--- src/rtl/seq_muldiv_alu.sv ---
// Sequential integer ALU with valid/ready handshakes on both sides.
// Add/sub finish at the accept edge; multiply/divide iterate one bit per cycle on a shared 2N-bit accumulator.
module seq_muldiv_alu #(
    parameter int DATA_WIDTH = 16
) (
    input  logic                  i_clk,
    input  logic                  i_rst,
    input  logic                  i_valid,
    output logic                  o_ready,
    input  logic [2:0]            i_op,
    input  logic                  i_signed,
    input  logic [DATA_WIDTH-1:0] i_a,
    input  logic [DATA_WIDTH-1:0] i_b,
    output logic                  o_valid,
    input  logic                  i_ready,
    output logic [DATA_WIDTH-1:0] o_q,
    output logic                  o_ovf,
    output logic                  o_zero,
    output logic                  o_dbz
);
    localparam int N  = DATA_WIDTH;
    localparam int CW = $clog2(N);

    localparam logic [2:0] OP_ADD  = 3'd0;
    localparam logic [2:0] OP_SUB  = 3'd1;
    localparam logic [2:0] OP_MUL  = 3'd2;
    localparam logic [2:0] OP_MULH = 3'd3;
    localparam logic [2:0] OP_DIV  = 3'd4;
    localparam logic [2:0] OP_REM  = 3'd5;

    typedef enum logic [2:0] {IDLE, MUL, DIV, FIX, DONE} state_t;

    state_t          state_reg, state_next;
    logic [2*N-1:0]  acc_reg, acc_next;
    logic [N-1:0]    mag_a_reg, mag_a_next;
    logic [N-1:0]    mag_b_reg, mag_b_next;
    logic [CW-1:0]   cnt_reg, cnt_next;
    logic            sign_a_reg, sign_a_next;
    logic            sign_b_reg, sign_b_next;
    logic            signed_reg, signed_next;
    logic [2:0]      op_reg, op_next;
    logic [N-1:0]    q_reg, q_next;
    logic            ovf_reg, ovf_next;
    logic            zero_reg, zero_next;
    logic            dbz_reg, dbz_next;

    // Single-cycle add/sub, evaluated on the live inputs at the accept edge
    logic [N:0]   add_full, sub_full;
    logic         add_sovf, sub_sovf;
    logic         in_sign_a, in_sign_b;
    logic [N-1:0] in_mag_a, in_mag_b;

    assign add_full  = {1'b0, i_a} + {1'b0, i_b};
    assign sub_full  = {1'b0, i_a} - {1'b0, i_b};
    assign add_sovf  = (i_a[N-1] == i_b[N-1]) && (add_full[N-1] != i_a[N-1]);
    assign sub_sovf  = (i_a[N-1] != i_b[N-1]) && (sub_full[N-1] != i_a[N-1]);
    assign in_sign_a = i_signed & i_a[N-1];
    assign in_sign_b = i_signed & i_b[N-1];
    assign in_mag_a  = in_sign_a ? (N'(0) - i_a) : i_a;
    assign in_mag_b  = in_sign_b ? (N'(0) - i_b) : i_b;

    // Shift-add step: low half holds the remaining multiplier bits
    logic [N:0]     mul_hi_sum;
    logic [2*N-1:0] mul_step;
    assign mul_hi_sum = {1'b0, acc_reg[2*N-1:N]} + {1'b0, (acc_reg[0] ? mag_a_reg : N'(0))};
    assign mul_step   = {mul_hi_sum, acc_reg[N-1:1]};

    // Restoring step: upper half is the partial remainder, lower half collects quotient bits
    logic [N:0]     div_shift, div_trial;
    logic [2*N-1:0] div_step;
    assign div_shift = acc_reg[2*N-1:N-1];
    assign div_trial = div_shift - {1'b0, mag_b_reg};
    assign div_step  = div_trial[N] ? {div_shift[N-1:0], acc_reg[N-2:0], 1'b0}
                                    : {div_trial[N-1:0], acc_reg[N-2:0], 1'b1};

    // Sign fix-up of the finished magnitudes
    logic           res_neg;
    logic [2*N-1:0] prod_fix;
    logic [N-1:0]   quot_fix, rem_fix;
    logic           mul_sovf, mul_uovf, div_ovf;
    assign res_neg  = sign_a_reg ^ sign_b_reg;
    assign prod_fix = res_neg ? ((2*N)'(0) - acc_reg) : acc_reg;
    assign quot_fix = res_neg ? (N'(0) - acc_reg[N-1:0]) : acc_reg[N-1:0];
    assign rem_fix  = sign_a_reg ? (N'(0) - acc_reg[2*N-1:N]) : acc_reg[2*N-1:N];
    assign mul_sovf = !((&prod_fix[2*N-1:N-1]) || !(|prod_fix[2*N-1:N-1]));
    assign mul_uovf = |prod_fix[2*N-1:N];
    // Only MIN / -1 yields a positive quotient of magnitude 2^(N-1)
    assign div_ovf  = signed_reg && !res_neg && acc_reg[N-1];

    always_comb begin
        state_next  = state_reg;
        acc_next    = acc_reg;
        mag_a_next  = mag_a_reg;
        mag_b_next  = mag_b_reg;
        cnt_next    = cnt_reg;
        sign_a_next = sign_a_reg;
        sign_b_next = sign_b_reg;
        signed_next = signed_reg;
        op_next     = op_reg;
        q_next      = q_reg;
        ovf_next    = ovf_reg;
        zero_next   = zero_reg;
        dbz_next    = dbz_reg;

        case (state_reg)
            IDLE: begin
                if (i_valid) begin
                    sign_a_next = in_sign_a;
                    sign_b_next = in_sign_b;
                    mag_a_next  = in_mag_a;
                    mag_b_next  = in_mag_b;
                    signed_next = i_signed;
                    op_next     = i_op;
                    cnt_next    = '0;
                    dbz_next    = 1'b0;
                    ovf_next    = 1'b0;
                    case (i_op)
                        OP_ADD: begin
                            q_next     = add_full[N-1:0];
                            ovf_next   = i_signed ? add_sovf : add_full[N];
                            zero_next  = (add_full[N-1:0] == '0);
                            state_next = DONE;
                        end
                        OP_SUB: begin
                            q_next     = sub_full[N-1:0];
                            ovf_next   = i_signed ? sub_sovf : sub_full[N];
                            zero_next  = (sub_full[N-1:0] == '0);
                            state_next = DONE;
                        end
                        OP_MUL, OP_MULH: begin
                            acc_next   = {N'(0), in_mag_b};
                            state_next = MUL;
                        end
                        OP_DIV, OP_REM: begin
                            if (i_b == '0) begin
                                q_next     = (i_op == OP_DIV) ? {N{1'b1}} : i_a;
                                zero_next  = (i_op == OP_REM) && (i_a == '0);
                                dbz_next   = 1'b1;
                                state_next = DONE;
                            end else begin
                                acc_next   = {N'(0), in_mag_a};
                                state_next = DIV;
                            end
                        end
                        default: begin
                            q_next     = '0;
                            zero_next  = 1'b1;
                            state_next = DONE;
                        end
                    endcase
                end
            end
            MUL: begin
                acc_next = mul_step;
                cnt_next = cnt_reg + CW'(1);
                if (cnt_reg == CW'(N-1)) state_next = FIX;
            end
            DIV: begin
                acc_next = div_step;
                cnt_next = cnt_reg + CW'(1);
                if (cnt_reg == CW'(N-1)) state_next = FIX;
            end
            FIX: begin
                case (op_reg)
                    OP_MUL: begin
                        q_next   = prod_fix[N-1:0];
                        ovf_next = signed_reg ? mul_sovf : mul_uovf;
                    end
                    OP_MULH: q_next = prod_fix[2*N-1:N];
                    OP_DIV: begin
                        q_next   = quot_fix;
                        ovf_next = div_ovf;
                    end
                    default: q_next = rem_fix;
                endcase
                zero_next = 1'b0;
                case (op_reg)
                    OP_MUL:  zero_next = (prod_fix[N-1:0] == '0);
                    OP_MULH: zero_next = (prod_fix[2*N-1:N] == '0);
                    OP_DIV:  zero_next = (quot_fix == '0);
                    default: zero_next = (rem_fix == '0);
                endcase
                state_next = DONE;
            end
            DONE: begin
                if (i_ready) state_next = IDLE;
            end
            default: state_next = IDLE;
        endcase
    end

    always_ff @(posedge i_clk or posedge i_rst) begin
        if (i_rst) begin
            state_reg  <= IDLE;
            acc_reg    <= '0;
            mag_a_reg  <= '0;
            mag_b_reg  <= '0;
            cnt_reg    <= '0;
            sign_a_reg <= 1'b0;
            sign_b_reg <= 1'b0;
            signed_reg <= 1'b0;
            op_reg     <= '0;
            q_reg      <= '0;
            ovf_reg    <= 1'b0;
            zero_reg   <= 1'b0;
            dbz_reg    <= 1'b0;
        end else begin
            state_reg  <= state_next;
            acc_reg    <= acc_next;
            mag_a_reg  <= mag_a_next;
            mag_b_reg  <= mag_b_next;
            cnt_reg    <= cnt_next;
            sign_a_reg <= sign_a_next;
            sign_b_reg <= sign_b_next;
            signed_reg <= signed_next;
            op_reg     <= op_next;
            q_reg      <= q_next;
            ovf_reg    <= ovf_next;
            zero_reg   <= zero_next;
            dbz_reg    <= dbz_next;
        end
    end

    assign o_ready = (state_reg == IDLE);
    assign o_valid = (state_reg == DONE);
    assign o_q     = q_reg;
    assign o_ovf   = ovf_reg;
    assign o_zero  = zero_reg;
    assign o_dbz   = dbz_reg;

endmodule

--- config.mk ---
export PLATFORM = sky130hd
export DESIGN_NAME = seq_muldiv_alu
export DESIGN_NICKNAME = d
export VERILOG_FILES = /design/src/rtl/seq_muldiv_alu.sv
export SDC_FILE = /design/constraint.sdc
export NUM_CORES = 1
export LEC_CHECK = 0
export BUFFER_PORTS_ARGS = -buffer_cell sky130_fd_sc_hd__buf_2
export CORE_AREA = 3 3 142 144
export CTS_CLUSTER_DIAMETER = 200
export DETAILED_ROUTE_END_ITERATION = 16
export DIE_AREA = 0 0 145 147
export PLACE_DENSITY = 0.81
export SKIP_CTS_REPAIR_TIMING = 1
export SLEW_MARGIN = 20
export SYNTH_ARGS = -nofsm -noshare
export SYNTH_HDL_FRONTEND = slang
export SYNTH_SLANG_ARGS = --single-unit
--- constraint.sdc ---
create_clock -name i_clk -period 3.15 [get_ports i_clk]
set_input_delay 0 -clock i_clk [delete_from_list [all_inputs] [get_ports i_clk]]
set_output_delay 0 -clock i_clk [all_outputs]
set_load 0.02 [all_outputs]
==> flow_summary.rst <==
.. list-table::
   :header-rows: 1

   * - Metric
     - Value
   * - Status
     - complete, but fails checks
   * - Failing checks
     - negative hold slack, negative setup slack
   * - Boundary pin count
     - 61
   * - Library cells used by synthesis
     - 87
   * - First-pass GRT wire length
     - 59930 um
   * - Setup repair after global routing missed its margin
     - true
   * - Placed wire-length estimate after detailed placement
     - 29890 um
   * - Global placement routability congestion
     - 1.040
   * - Total Negative Setup Slacks
     - -214.0 ps
   * - Total length of routed met2 wires
     - 16750 um
   * - Starting DRT DRC Count
     - 1347
   * - Hold violation total from the final report
     - 1
   * - Count of state elements after synthesis
     - 96
   * - Setup slack of the most critical reg-to-reg path
     - -110 ps
   * - Cell type with the highest aggregate area in the netlist
     - sky130_fd_sc_hd__dfrtp_1
   * - Site Rows
     - 50
   * - Flip-flop cell with the highest count after synthesis
     - sky130_fd_sc_hd__dfrtp_1
   * - IO Port Bufs
     - 60
   * - Number of enable flip-flop cells after synthesis
     - 0
   * - Cell types with the largest area share after synthesis
     - sky130_fd_sc_hd__dfrtp_1, sky130_fd_sc_hd__ha_1, sky130_fd_sc_hd__xnor2_1
   * - Reg2reg start
     - acc_reg[15]
   * - Largest incremental delay on the critical path
     - 680 ps
   * - Count of vias placed by the detailed router
     - 11909
   * - First-pass DRT Iterations
     - 6
   * - CP startpoint kind
     - flip-flop
   * - Buffers and inverters on the worst path
     - 2
   * - Maximum frequency from static timing analysis
     - 306.6 MHz
   * - Sequential-to-total area share from yosys stat
     - 21.75%
   * - Worst supply voltage drop on vdd
     - 0.4836 mV
   * - Depth of the worst hold-timing path
     - 3
   * - Wire length the detailed router placed on met1
     - 15060 um
   * - Clock tree from TritonCTS
     - done
   * - Buffer cell driving the clock tree root
     - sky130_fd_sc_hd__clkbuf_16
   * - Part of the cycle the worst path needs
     - 103.5%
   * - Pin count of the biggest net entering global routing
     - 65
   * - Worst-margin pin slew
     - 855.8 ps
   * - Overall die area
     - 0.02132 sq mm
   * - Max FFs per register
     - 32
   * - Routed wire length
     - 38250 um
   * - Number of global-route vias before repair
     - 11317
   * - Vias per inst
     - 6.434
   * - Worst-skew pair later-pin latency
     - 370 ps
   * - Total overflow reported by the global router
     - 0
   * - Remaining number of nets flagged by the antenna check after routing
     - 0
   * - Leakage
     - 5.806 nW
   * - Clock period minus final worst setup slack
     - 3261 ps
   * - Overall track demand over capacity in global routing
     - 34.79%
   * - Depth of the worst register-to-register path
     - 10
   * - Sequence of cells on the critical path
     - buf_6 -> or4_4 -> or4_4 -> nor3_4 -> mux2_2 -> a32oi_2 -> nor4_4 -> buf_4 -> a31oi_2 -> a221oi_2
   * - Synthesized netlist cell count
     - 1453
   * - Antenna diode instance count
     - 0
   * - P per Cell Area
     - 1065 mW/mm^2
   * - Ys Warns
     - 0
   * - Post-Syn Area per Cell
     - 7.601 sq um
   * - Slew headroom
     - 41.47%
   * - Max Transition Viols Final
     - 0
   * - Core Region
     - 0.01883 sq mm
   * - Share of final-layout standard cells stronger than drive strength 1
     - 20.05%
   * - Max Used Layer
     - met4
   * - Clock-pin slew reported for the worst setup and hold paths after clock tree synthesis
     - 80 ps
   * - Minimum setup slack after placement
     - -159.2 ps
   * - Number of sinks driven by the clock tree
     - 96
   * - CP Launch Point
     - acc_reg[15]
   * - Hold Crit Class
     - in -> reg
   * - Met3 layer wire length in the routed design
     - 3808 um
   * - Maximum fanout count along the critical path
     - 8
   * - Most frequent cell on the critical path
     - sky130_fd_sc_hd__or4_4
   * - Post-synthesis cell area
     - 0.01104 sq mm
   * - DRC Markers
     - 0
   * - Final-stage net count
     - 1702
   * - Async set-reset flop share out of synthesis
     - 100.0%
   * - Synthesized net count
     - 1569
   * - Top cell family by delay on the critical path
     - simple AND/OR/NAND/NOR gates
   * - Required time reported for the critical path endpoint
     - 3380 ps
   * - Worst Hold Path EP
     - signed_reg
   * - Worst R2R End
     - o_zero
   * - Endpoint kind of the worst setup timing path
     - flip-flop
   * - Fin Hold WS
     - -11.59 ps
   * - Beginning of the worst hold path
     - i_signed
   * - Clock tree skew after final layout
     - 8.586 ps
   * - Initial standard-cell utilization of the core
     - 58.65%
   * - Number of setup violations in the final report
     - 2
   * - Class of the most critical setup path
     - reg -> reg
   * - Vertical extent of the die
     - 147 um
   * - Number of antenna violations at the first check in global routing
     - 0
   * - Level count of the clock H-tree
     - 3
   * - CP max stage cell
     - sky130_fd_sc_hd__or4_4
   * - WL per Instance
     - 20.67 um
   * - CP Data Arrival Time
     - 3490 ps
   * - Minimum setup slack in the final design
     - -111.4 ps
   * - Clock buffer count from CTS
     - 9
   * - Area Overhead vs Synth
     - 17.58%
   * - Chip width
     - 145 um
   * - Tot Pwr
     - 13.83 mW
   * - Maximum clock path buffer count
     - 2
   * - Share of the synthesized area in the top cell type
     - 21.75%
   * - Total of max-cap violations
     - 0
## cell usage after synthesis (13+ instances only)
cell / count
sky130_fd_sc_hd__o211ai_1: 17
sky130_fd_sc_hd__nand4_1: 16
sky130_fd_sc_hd__mux2i_1: 23
sky130_fd_sc_hd__or3_1: 19
sky130_fd_sc_hd__a21o_1: 22
sky130_fd_sc_hd__nand2_1: 164
sky130_fd_sc_hd__nor4_1: 16
sky130_fd_sc_hd__clkbuf_1: 70
sky130_fd_sc_hd__dfrtp_1: 96
sky130_fd_sc_hd__ha_1: 72
sky130_fd_sc_hd__nor3_1: 45
sky130_fd_sc_hd__o21ai_0: 120
sky130_fd_sc_hd__a22oi_1: 16
sky130_fd_sc_hd__nor2b_1: 15
sky130_fd_sc_hd__a31oi_1: 33
sky130_fd_sc_hd__o31ai_1: 16
sky130_fd_sc_hd__nand3_1: 32
sky130_fd_sc_hd__nand2b_1: 18
sky130_fd_sc_hd__inv_1: 73
sky130_fd_sc_hd__nor2_1: 102
sky130_fd_sc_hd__a221oi_1: 13
sky130_fd_sc_hd__o41ai_1: 13
sky130_fd_sc_hd__a21oi_1: 77
sky130_fd_sc_hd__xnor2_1: 80
sky130_fd_sc_hd__xor2_1: 40
sky130_fd_sc_hd__and2_1: 27
## power breakdown
group,switching [mW],internal (mW),total (mW),leakage [nW]
clock,0.580,0.570,1.15,0.150
sequential,0.584,1.80,2.38,1.21
combinational,5.95,4.34,10.3,4.45
total,7.12,6.71,13.8,5.81
## cell type report
cell class                 count  area (sq um)
clock buffer                   9         225.2
clock inverter                 7         81.33
fill                        1549          5844
inverter                      74         280.3
multi-input combinational   1181          8087
sequential                    96          2405
tap                          260         325.3
timing repair buffer         224          1583
## cell usage in the layout (no fill, tap or decap), types with 39 or more instances in the layout
cell | synthesis | routed
sky130_fd_sc_hd__nor2_1 | 102 | 102
sky130_fd_sc_hd__xor2_1 | 40 | 39
sky130_fd_sc_hd__xnor2_1 | 80 | 78
sky130_fd_sc_hd__dfrtp_1 | 96 | 94
sky130_fd_sc_hd__nand2_1 | 164 | 163
sky130_fd_sc_hd__o21ai_0 | 120 | 109
sky130_fd_sc_hd__buf_4 | 4 | 155
sky130_fd_sc_hd__inv_1 | 73 | 70
sky130_fd_sc_hd__buf_2 | 9 | 61
sky130_fd_sc_hd__nor3_1 | 45 | 43
sky130_fd_sc_hd__a21oi_1 | 77 | 74
sky130_fd_sc_hd__ha_1 | 72 | 70
## per-layer routing
metal  up-vias  track usage, %
li1       5539               -
met1      5512           45.43
met2       708           53.97
met3       150           5.768
met4         0           22.00
met5         -               0
## worst max path at each step
stage | end | cells past startpoint
finish | o_zero | 10
global route | o_zero | 10
global placement | o_zero | 16
CTS | acc_reg[16] | 14
detailed placement | o_zero | 15
floorplan | acc_reg[16] | 14
## worst min-delay path: stages
cell                      delay (ps)
sky130_fd_sc_hd__buf_2           170
sky130_fd_sc_hd__nand2_1          90
sky130_fd_sc_hd__nand2_1          50
## kinds of logic after synthesis
kind of cell	Yosys count	synth area share, %
AO/OA/AOI/OAI	436	26.27
XOR/XNOR	121	9.664
adder cells (fa/ha/maj)	76	8.882
buffers and inverters	176	7.239
flip-flops	96	21.75
multiplexers	27	2.492
AND/OR/NAND/NOR	521	23.70
## stage by stage
stage	std cells	util, %	instance area [sq um]
2_1_floorplan	1453	-	11090
3_3_place_gp	1825	65.85	12400
3_5_place_dp	1825	65.85	12400
4_1_cts	1841	67.48	12710
5_1_grt	1851	68.96	12990
6_report	1851	68.96	12990
Note: power is estimated with default switching activity, not from simulation.
